$ cat config.mk
export PLATFORM = sky130hd
export DESIGN_NAME = score_bcd_counter_flat
export DESIGN_NICKNAME = d
export VERILOG_FILES = /design/src/rtl/score_bcd_counter_pkg.sv /design/src/rtl/score_bcd_counter_if.sv /design/src/rtl/score_bcd_counter_bcd_digit_add.sv /design/src/rtl/score_bcd_counter.sv /design/src/flat_wrapper.sv
export SDC_FILE = /design/constraint.sdc
export NUM_CORES = 1
export LEC_CHECK = 0
export ABC_AREA = 1
export CAP_MARGIN = 20
export CORE_MARGIN = 4
export CORE_UTILIZATION = 45
export CTS_CLUSTER_SIZE = 16
export DETAILED_ROUTE_END_ITERATION = 8
export GPL_ROUTABILITY_DRIVEN = 1
export PLACE_DENSITY = 0.64
export SYNTH_ARGS = -nofsm -noshare
export SYNTH_HDL_FRONTEND = slang
export SYNTH_SLANG_ARGS = --single-unit
$ cat constraint.sdc
create_clock -name clk -period 9.92 [get_ports clk]
set_clock_uncertainty 0.1 [all_clocks]
set_input_delay 2.976 -clock clk [delete_from_list [all_inputs] [get_ports clk]]
set_output_delay 2.976 -clock clk [all_outputs]
set_load 0.01 [all_outputs]
$ cat src/rtl/score_bcd_counter_pkg.sv
// Shared constants and helpers for the BCD score counter.
// Pure declarations; no logic, no latency.
// No flow control.
package score_bcd_counter_pkg;

    localparam int BCD_W          = 4;
    localparam int DEFAULT_DIGITS = 4;

    localparam logic [BCD_W-1:0] BCD_MAX      = 4'd9;
    localparam logic [BCD_W-1:0] AMOUNT_CLAMP = 4'd9;

    typedef logic [BCD_W-1:0] bcd_t;

    // Point amounts above a single decimal digit are clipped to 9.
    function automatic bcd_t clamp_amount(input logic [3:0] amount);
        return (amount > AMOUNT_CLAMP) ? AMOUNT_CLAMP : amount;
    endfunction

endpackage

$ cat src/rtl/score_bcd_counter_if.sv
// Score event inputs and shadowed digit outputs of the score counter.
// Wiring only; no latency.
// No backpressure: events are accepted every cycle.
interface score_bcd_counter_if
    import score_bcd_counter_pkg::*;
#(
    parameter int DIGITS = DEFAULT_DIGITS
);
    logic                    clr;
    logic                    inc;
    logic [3:0]              amount;
    logic                    frame_tick;
    logic [BCD_W*DIGITS-1:0] digits;
    logic [DIGITS-1:0]       blank;
    logic                    sat;
    logic                    busy_frame;

    modport master (
        output clr, inc, amount, frame_tick,
        input  digits, blank, sat, busy_frame
    );

    modport slave (
        input  clr, inc, amount, frame_tick,
        output digits, blank, sat, busy_frame
    );
endinterface

$ cat src/rtl/score_bcd_counter_bcd_digit_add.sv
// One decimal digit of a ripple BCD adder: a + b + cin with decimal carry.
// Purely combinational.
// No flow control.
module bcd_digit_add
    import score_bcd_counter_pkg::*;
(
    input  bcd_t a,
    input  bcd_t b,
    input  logic cin,
    output bcd_t sum,
    output logic cout
);
    logic [BCD_W:0] raw;

    always_comb begin
        raw  = {1'b0, a} + {1'b0, b} + {{BCD_W{1'b0}}, cin};
        sum  = raw[BCD_W-1:0];
        cout = 1'b0;
        if (raw > {1'b0, BCD_MAX}) begin
            sum  = raw[BCD_W-1:0] - 4'd10;
            cout = 1'b1;
        end
    end
endmodule

$ cat src/rtl/score_bcd_counter.sv
// Saturating BCD score accumulator with frame-synchronous shadow digits and blanking.
// inc -> live count 1 cycle; frame_tick -> digits/blank 1 cycle; busy_frame lags 1 cycle.
// No backpressure: inc/clr/frame_tick are honoured every cycle.
module score_bcd_counter
    import score_bcd_counter_pkg::*;
#(
    parameter int DIGITS = DEFAULT_DIGITS
)(
    input  logic                clk,
    input  logic                reset,
    score_bcd_counter_if.slave  bus
);
    localparam int W = BCD_W * DIGITS;
    localparam logic [DIGITS-1:0] BLANK_RST = ~(DIGITS'(1));

    logic [W-1:0]      live_q;
    logic [W-1:0]      shadow_q;
    logic [W-1:0]      live_sum;
    logic [W-1:0]      all_nines;
    logic [DIGITS:0]   carry;
    logic [DIGITS-1:0] blank_q;
    logic [DIGITS-1:0] blank_nxt;
    logic              sat_q;
    logic              busy_q;
    logic              zero_above;
    bcd_t              amt;

    assign amt      = clamp_amount(bus.amount);
    assign carry[0] = 1'b0;

    // Only the units digit receives the addend; higher digits see carry only.
    for (genvar i = 0; i < DIGITS; i++) begin : g_add
        bcd_digit_add u_add (
            .a    (live_q[BCD_W*i +: BCD_W]),
            .b    ((i == 0) ? amt : bcd_t'(0)),
            .cin  (carry[i]),
            .sum  (live_sum[BCD_W*i +: BCD_W]),
            .cout (carry[i+1])
        );
    end

    always_comb begin
        all_nines = '0;
        for (int i = 0; i < DIGITS; i++) begin
            all_nines[BCD_W*i +: BCD_W] = BCD_MAX;
        end
    end

    // Leading-zero mask from the pre-edge live count; units digit never blanked.
    always_comb begin
        zero_above = 1'b1;
        blank_nxt  = '0;
        for (int i = DIGITS - 1; i >= 1; i--) begin
            zero_above   = zero_above & (live_q[BCD_W*i +: BCD_W] == bcd_t'(0));
            blank_nxt[i] = zero_above;
        end
    end

    always_ff @(posedge clk) begin
        if (reset) begin
            live_q   <= '0;
            shadow_q <= '0;
            blank_q  <= BLANK_RST;
            sat_q    <= 1'b0;
            busy_q   <= 1'b0;
        end else begin
            busy_q <= (live_q != shadow_q);
            if (bus.frame_tick) begin
                shadow_q <= live_q;
                blank_q  <= blank_nxt;
            end
            if (bus.clr) begin
                live_q <= '0;
                sat_q  <= 1'b0;
            end else if (bus.inc) begin
                if (carry[DIGITS]) begin
                    live_q <= all_nines;
                    sat_q  <= 1'b1;
                end else begin
                    live_q <= live_sum;
                end
            end
        end
    end

    assign bus.digits     = shadow_q;
    assign bus.blank      = blank_q;
    assign bus.sat        = sat_q;
    assign bus.busy_frame = busy_q;
endmodule

$ cat src/flat_wrapper.sv
// flat-port wrapper written by rule: the top's interface ports become plain ports
module score_bcd_counter_flat import score_bcd_counter_pkg::*;
#(
    parameter int DIGITS = DEFAULT_DIGITS
)
  (clk, reset, bus_clr, bus_inc, bus_amount, bus_frame_tick, bus_digits, bus_blank, bus_sat, bus_busy_frame);
  score_bcd_counter_if #(.DIGITS(DIGITS)) bus_i ();
  input  logic clk;
  input  logic reset;
  input wire logic [$bits(bus_i.clr)-1:0] bus_clr;
  input wire logic [$bits(bus_i.inc)-1:0] bus_inc;
  input wire logic [$bits(bus_i.amount)-1:0] bus_amount;
  input wire logic [$bits(bus_i.frame_tick)-1:0] bus_frame_tick;
  output wire logic [$bits(bus_i.digits)-1:0] bus_digits;
  output wire logic [$bits(bus_i.blank)-1:0] bus_blank;
  output wire logic [$bits(bus_i.sat)-1:0] bus_sat;
  output wire logic [$bits(bus_i.busy_frame)-1:0] bus_busy_frame;
  assign bus_i.clr = bus_clr;
  assign bus_i.inc = bus_inc;
  assign bus_i.amount = bus_amount;
  assign bus_i.frame_tick = bus_frame_tick;
  assign bus_digits = bus_i.digits;
  assign bus_blank = bus_i.blank;
  assign bus_sat = bus_i.sat;
  assign bus_busy_frame = bus_i.busy_frame;
  score_bcd_counter #(.DIGITS(DIGITS)) u_core (.clk(clk), .reset(reset), .bus(bus_i));
endmodule
After elaboration in Yosys (flattened, before gate mapping) --
Cells that the tools add are included.
Operators by class: add/sub/neg operators 8, multipliers 0, div/mod/pow operators 0, order comparisons 5, equality and inequality tests 1, shift-type cells 0, mux-type cells 10, bitwise gates (word level) 2, reduce and logical (&&, ||, !) cells 5
Operator list (number):
- greater-than comparator 5 x 4 -> 1 bit (second input constant) | 4
- two-way mux 4 bit | 5
- two-way mux 16 bit | 1
- != test 16 bit | 1
- subtractor 4 bit (second input constant) | 4
- adder 4 x 1 -> 5 bit | 3
- logical NOT 4 bit | 3
- adder 4 x 4 -> 5 bit | 1
- greater-than comparator 4 bit (second input constant) | 1
- two-way mux 1 bit | 4
- bitwise AND 1 bit | 2
- AND reduction 2 bit | 1
- OR reduction 2 bit | 1
Storage, ports and cells: flip-flop bits (word level) 37, bits in latches 0, bits in writable memories 0, bits in read-only memories 0, input port bits 9, output and inout bits 22, word-level logic and storage cells 36, memories 0

Longest topological paths before layout --
depth after elaboration 15, depth in mapped cells 31, depth with buffers taken out 31

Hierarchy --
A second synthesis with hierarchy kept.
Unflattened totals: cell total of the unflattened synthesis 424, area total of the unflattened synthesis 2827.7 sq um
By module, submodules not included:
- score_bcd_counter | times used 1, cells each 238, area each 1627.8 sq um, seq. area each 740.7 sq um
- bcd_digit_add (u_core.g_add[1].u_add ...) | times used 3, cells each 47, area each 300.3 sq um, seq. area each 0.0 sq um
- bcd_digit_add (u_core.g_add[0].u_add) | times used 1, cells each 45, area each 299.0 sq um, seq. area each 0.0 sq um

Worst setup path after synthesis --
Ideal clock, no wire load.
kind input -> register, start input port bus_amount[2], end register u_core.live_q[1], setup time 0.128 ns, arrival 6.939 ns, data required time 9.692 ns, setup slack 2.754 ns, stages 30, buffers on the path 0, path through o21ai_0 > nand2_1 > ha_1 > inv_1 > fa_1 > nand3_1 > nand3_1 > nand2_1 > ha_1 > ha_1 > inv_1 > nand2_2 > nand2_2 > nand2_2 > ha_1 > ha_1 > xnor2_2 > nand2_1 > nand2_2 > nand2_2 > ha_1 > ha_1 > nand2_2 > inv_2 > o21bai_1 > nand3_1 > nand2_2 > inv_4 > nand3_1 > a21oi_1
Between the ends: cells in the longest elaborated chain, start to end 15, elaborated cells on any way between the ends 17, classes of those cells add/sub (5); order compare (5); mux (7)
Ends and longest elaborated chain:
- start, declared | line flat_wrapper.sv:12 | input wire logic [$bits(bus_i.amount)-1:0] bus_amount;
- greater-than comparator 4 bit | line score_bcd_counter_pkg.sv:16 | return (amount > AMOUNT_CLAMP) ? AMOUNT_CLAMP : amount;
- two-way mux 4 bit * | line score_bcd_counter_pkg.sv:16
- adder 4 x 4 -> 5 bit * | line score_bcd_counter_bcd_digit_add.sv:16 | raw = {1'b0, a} + {1'b0, b} + {{BCD_W{1'b0}}, cin};
- greater-than comparator 5 x 4 -> 1 bit | line score_bcd_counter_bcd_digit_add.sv:19 | if (raw > {1'b0, BCD_MAX}) begin
- two-way mux 1 bit | line score_bcd_counter_bcd_digit_add.sv:19
- adder 4 x 1 -> 5 bit | line score_bcd_counter_bcd_digit_add.sv:16
- greater-than comparator 5 x 4 -> 1 bit | line score_bcd_counter_bcd_digit_add.sv:19
- two-way mux 1 bit | line score_bcd_counter_bcd_digit_add.sv:19
- adder 4 x 1 -> 5 bit | line score_bcd_counter_bcd_digit_add.sv:16
- greater-than comparator 5 x 4 -> 1 bit | line score_bcd_counter_bcd_digit_add.sv:19
- two-way mux 1 bit | line score_bcd_counter_bcd_digit_add.sv:19
- adder 4 x 1 -> 5 bit | line score_bcd_counter_bcd_digit_add.sv:16
- greater-than comparator 5 x 4 -> 1 bit | line score_bcd_counter_bcd_digit_add.sv:19
- two-way mux 1 bit | line score_bcd_counter_bcd_digit_add.sv:19
- two-way mux 16 bit * | line score_bcd_counter.sv:76 | if (carry[DIGITS]) begin
- end signal, assigned | line score_bcd_counter.sv:77 | live_q <= all_nines;
- end signal, assigned | line score_bcd_counter.sv:80 | live_q <= live_sum;
- end, declared | line score_bcd_counter.sv:16 | logic [W-1:0] live_q;
Every way passes the cells marked *; elsewhere a longest branch is shown, timed or not. A chain may end at the register's enable or synchronous reset.

Final worst setup path --
start input port bus_amount[3], end register u_core.live_q[6]
Between the ends: cells in the longest elaborated chain, start to end 15, elaborated cells on any way between the ends 17, classes of those cells add/sub (5); order compare (5); mux (7)
Ends and longest elaborated chain (line):
- greater-than comparator 4 bit | score_bcd_counter_pkg.sv:16
- two-way mux 4 bit * | score_bcd_counter_pkg.sv:16
- adder 4 x 4 -> 5 bit * | score_bcd_counter_bcd_digit_add.sv:16
- greater-than comparator 5 x 4 -> 1 bit * | score_bcd_counter_bcd_digit_add.sv:19
- two-way mux 1 bit * | score_bcd_counter_bcd_digit_add.sv:19
- adder 4 x 1 -> 5 bit * | score_bcd_counter_bcd_digit_add.sv:16
- greater-than comparator 5 x 4 -> 1 bit | score_bcd_counter_bcd_digit_add.sv:19
- two-way mux 1 bit | score_bcd_counter_bcd_digit_add.sv:19
- adder 4 x 1 -> 5 bit | score_bcd_counter_bcd_digit_add.sv:16
- greater-than comparator 5 x 4 -> 1 bit | score_bcd_counter_bcd_digit_add.sv:19
- two-way mux 1 bit | score_bcd_counter_bcd_digit_add.sv:19
- adder 4 x 1 -> 5 bit | score_bcd_counter_bcd_digit_add.sv:16
- greater-than comparator 5 x 4 -> 1 bit | score_bcd_counter_bcd_digit_add.sv:19
- two-way mux 1 bit | score_bcd_counter_bcd_digit_add.sv:19
- two-way mux 16 bit * | score_bcd_counter.sv:76
Marks and branches as above.

==> metrics.md <==
| Metric | Value |
|---|---|
| Run status | `finished, final reports clean` |
| # diodes | `0` |
| Max-Cap Viols | `0` |
| Slew Limit Fails | `0` |
| Share of cells above drive strength 1 | `10.3%` |
| Post-synth EDFFs | `0` |
| Remaining DRCs | `0` |
| Number of library cell types mapped by synthesis | `32` |
| CP max FO | `8` |
| Kind of capture point of the worst setup path | `register` |
| Total global routing track utilization | `18.2%` |
| Max Freq | `0.125 GHz` |
| Starting Density | `48.0%` |
| Number of warnings printed during yosys synthesis | `0` |
| Clock-pin slew on the worst setup and hold paths | `0.08 ns` |
| Half-perimeter wire length after detailed placement | `3790 um` |
| Root buffer cell | `sky130_fd_sc_hd__clkbuf_8` |
| Synthesized instance count | `301` |
| Flip-flop and latch count after synthesis | `37` |
| Leading post-synthesis cells by cell area | `sky130_fd_sc_hd__dfxtp_1 34%, sky130_fd_sc_hd__nand2_1 8.2%, sky130_fd_sc_hd__a21oi_1 7.9%` |
| Core outline area | `4470 um2` |
| Worst path slowest cell | `sky130_fd_sc_hd__fa_1` |
| Number of nets produced by synthesis | `324` |
| H-Tree Level Count | `2` |
| Worst slew margin relative to its limit | `37.0%` |
| Largest stage delay on the critical path | `0.56 ns` |
| Clock latency on the worst-skew pair | `0.29 ns` |
| Startpoint Class | `input port` |
| Hold-fix buffer count after cts | `0` |
| Post-CTS sizing | `0` |
| Y dimension of the die | `77.1 um` |
| Area of the mapped netlist | `2150 um2` |
| Final GP Congestion | `0.816` |
| Count of input and output buffers | `29` |
| Number of antenna-violating nets in the routed design | `0` |
| Data arrival time at the worst-slack endpoint | `8.06 ns` |
| Portion of the clock cycle consumed by the worst path in the final layout | `80.5%` |
| Total Negative Setup Slacks | `0 ns` |
| Site Rows | `24` |
| Global-route wire length before repair | `8690 um` |
| Clock buffer depth | `2` |
| Horizontal die dimension | `77.1 um` |
| Number of clock sinks | `37` |
| Final setup vio count | `0` |
| Power per standard cell area | `143 nW/um2` |
| P&R area growth vs syn | `20.9%` |
| Category of the critical setup timing path | `input port to register` |
| Vias in the first global route | `1,842` |
| Kind of path behind the tightest hold check | `register to register` |
| Slew at the pin closest to its max-slew limit | `0.943 ns` |
| DRT iter0 DRCs | `109` |
| TritonCTS Buffers | `5` |
| Share of the synthesized area in the top cell type | `34.5%` |
| Cells after DPL | `373` |
| Mean instance size in the synthesized netlist | `7.13 um2` |
| Post-synthesis async set-or-reset flop share | `0%` |
| Initial antenna violation count | `0` |
| Setup Fix Bufs, Post-CTS | `0` |
| Predominant post-synthesis flop cell | `sky130_fd_sc_hd__dfxtp_1` |
| First-pass detailed-route iteration total | `4` |
| Most area-hungry cell type in the Yosys netlist | `sky130_fd_sc_hd__dfxtp_1` |
| Number of nets at the end of the flow | `351` |
| Via density per instance | `5.14` |
| Peak supply drop | `0.0810 mV` |
| Clock period minus final worst setup slack | `7.98 ns` |
| Total wire length after detailed routing | `5060 um` |
| RSZ-0062 raised after global routing | `false` |
| Total overflow reported by the global router | `0` |
| Overall power of the completed layout | `0.000370 W` |
| Most frequent cell after synthesis | `sky130_fd_sc_hd__nand2_1` |
| Seq/Total Area, Yosys | `34.5%` |
| Routed wire length per instance | `13.3 um` |
| Clock tree from TritonCTS | `done` |
| CP required | `9.99 ns` |
| Area enclosed by the die boundary | `5940 um2` |
| Static leakage | `1.11 nW` |
| Largest net degree at the start of global routing | `32` |
| Final hold violations | `0` |
| # IOs | `31` |
| Count of placed standard cells in the final layout, fillers left out | `381` |
| Via Count | `1,957` |
| Leading cell types by count after synthesis | `47 x sky130_fd_sc_hd__nand2_1, 37 x sky130_fd_sc_hd__dfxtp_1, 36 x sky130_fd_sc_hd__inv_1, 34 x sky130_fd_sc_hd__a21oi_1, 29 x sky130_fd_sc_hd__nand3_1` |
metal layers:
layer	global-route usage [%]	up-vias	routed length, um
met2	27.9	41	2160
met1	24.1	873	2610
met5	0	-	0
met4	7.30	0	87
met3	4.92	8	192
li1	-	1035	-
worst paths after layout:
path,start,cells past startpoint,slack [ns],end
max,bus_amount[3],31,1.94,u_core.live_q[6]$_SDFFE_PP0P_
min,u_core.bus.blank[2]$_SDFFE_PP1P_,2,0.36,u_core.bus.blank[2]$_SDFFE_PP1P_
max reg2reg,u_core.live_q[0]$_SDFFE_PP0P_,28,4.96,u_core.live_q[6]$_SDFFE_PP0P_
min reg2reg,u_core.bus.blank[2]$_SDFFE_PP1P_,2,0.36,u_core.bus.blank[2]$_SDFFE_PP1P_
metrics by stage:
stage	util [%]	instance area [um2]	worst slack [ns]	hold WS, ns
floorplan	-	2150	2.75	0.363
global placement	55.0	2460	1.93	0.344
detailed placement	55.0	2460	1.67	0.350
CTS	58.0	2600	1.95	0.367
global route	58.0	2600	1.55	0.420
finish	58.0	2600	1.94	0.362
power breakdown:
| part | internal (W) | total, W | switching [W] |
|---|---|---|---|
| clock network | 0.0000999 | 0.000158 | 0.0000579 |
| registers | 0.000154 | 0.000160 | 0.00000528 |
| logic | 0.0000240 | 0.0000529 | 0.0000288 |
| total | 0.000278 | 0.000370 | 0.0000920 |
cells by family after synthesis:
kind of cell	count (synthesis)	share of synthesized area, %
AO/OA/AOI/OAI	61	15.0
buffers and inverters	48	8.80
AND/OR/NAND/NOR	130	28.3
adder cells (fa/ha/maj)	14	8.51
XOR/XNOR	10	4.78
flip-flops	37	34.5
other	1	0.175
registers in the layout (all words and copies together) (netlist names):
name                   cells
u_core.bus.digits         16
u_core.bus.busy_frame      1
u_core.bus.blank           3
u_core.live_q             16
u_core.bus.sat             1
critical path: cells and delay by family:
family | cells | cell delay (ns)
fa+ha+maj | 8 | 2.09
simple gates | 14 | 1.45
buf+inv | 4 | 0.69
compound gates | 3 | 0.42
xor+xnor | 2 | 0.40
cell type report:
cell class,count,area [um2]
fill,418,1880
clock buffer,5,68.8
timing repair buffer,29,290
tap,52,65.1
multi-input combinational,216,1220
sequential,37,741
inverter,39,149
clock inverter,3,65.1
cells in the final DEF, fill, tap and decap left out:
| master | n |
|---|---|
| sky130_fd_sc_hd__nand2_1 | 47 |
| sky130_fd_sc_hd__xnor2_1 | 4 |
| sky130_fd_sc_hd__inv_2 | 2 |
| sky130_fd_sc_hd__nor2_4 | 1 |
| sky130_fd_sc_hd__xor2_1 | 4 |
| sky130_fd_sc_hd__nand4_1 | 5 |
| sky130_fd_sc_hd__o21ai_0 | 23 |
| sky130_fd_sc_hd__a211oi_1 | 1 |
| sky130_fd_sc_hd__xnor2_2 | 2 |
| sky130_fd_sc_hd__conb_1 | 1 |
| sky130_fd_sc_hd__clkinv_2 | 1 |
| sky130_fd_sc_hd__or2_1 | 1 |
| sky130_fd_sc_hd__nand2_2 | 7 |
| sky130_fd_sc_hd__inv_4 | 1 |
| sky130_fd_sc_hd__dfxtp_1 | 37 |
| sky130_fd_sc_hd__or2_2 | 9 |
| sky130_fd_sc_hd__o211ai_2 | 1 |
| sky130_fd_sc_hd__nor3_1 | 4 |
| sky130_fd_sc_hd__fa_1 | 1 |
| sky130_fd_sc_hd__inv_1 | 36 |
| sky130_fd_sc_hd__nand3_2 | 1 |
| sky130_fd_sc_hd__nor3_2 | 1 |
| sky130_fd_sc_hd__bufinv_16 | 2 |
| sky130_fd_sc_hd__a21oi_1 | 34 |
| sky130_fd_sc_hd__or2_0 | 1 |
| sky130_fd_sc_hd__o21bai_1 | 1 |
| sky130_fd_sc_hd__clkbuf_8 | 5 |
| sky130_fd_sc_hd__ha_1 | 13 |
| sky130_fd_sc_hd__nor2_1 | 24 |
| sky130_fd_sc_hd__clkdlybuf4s50_1 | 29 |
| sky130_fd_sc_hd__nand3_1 | 29 |
| sky130_fd_sc_hd__a21oi_2 | 1 |
Note: power is estimated with default switching activity, not from simulation.
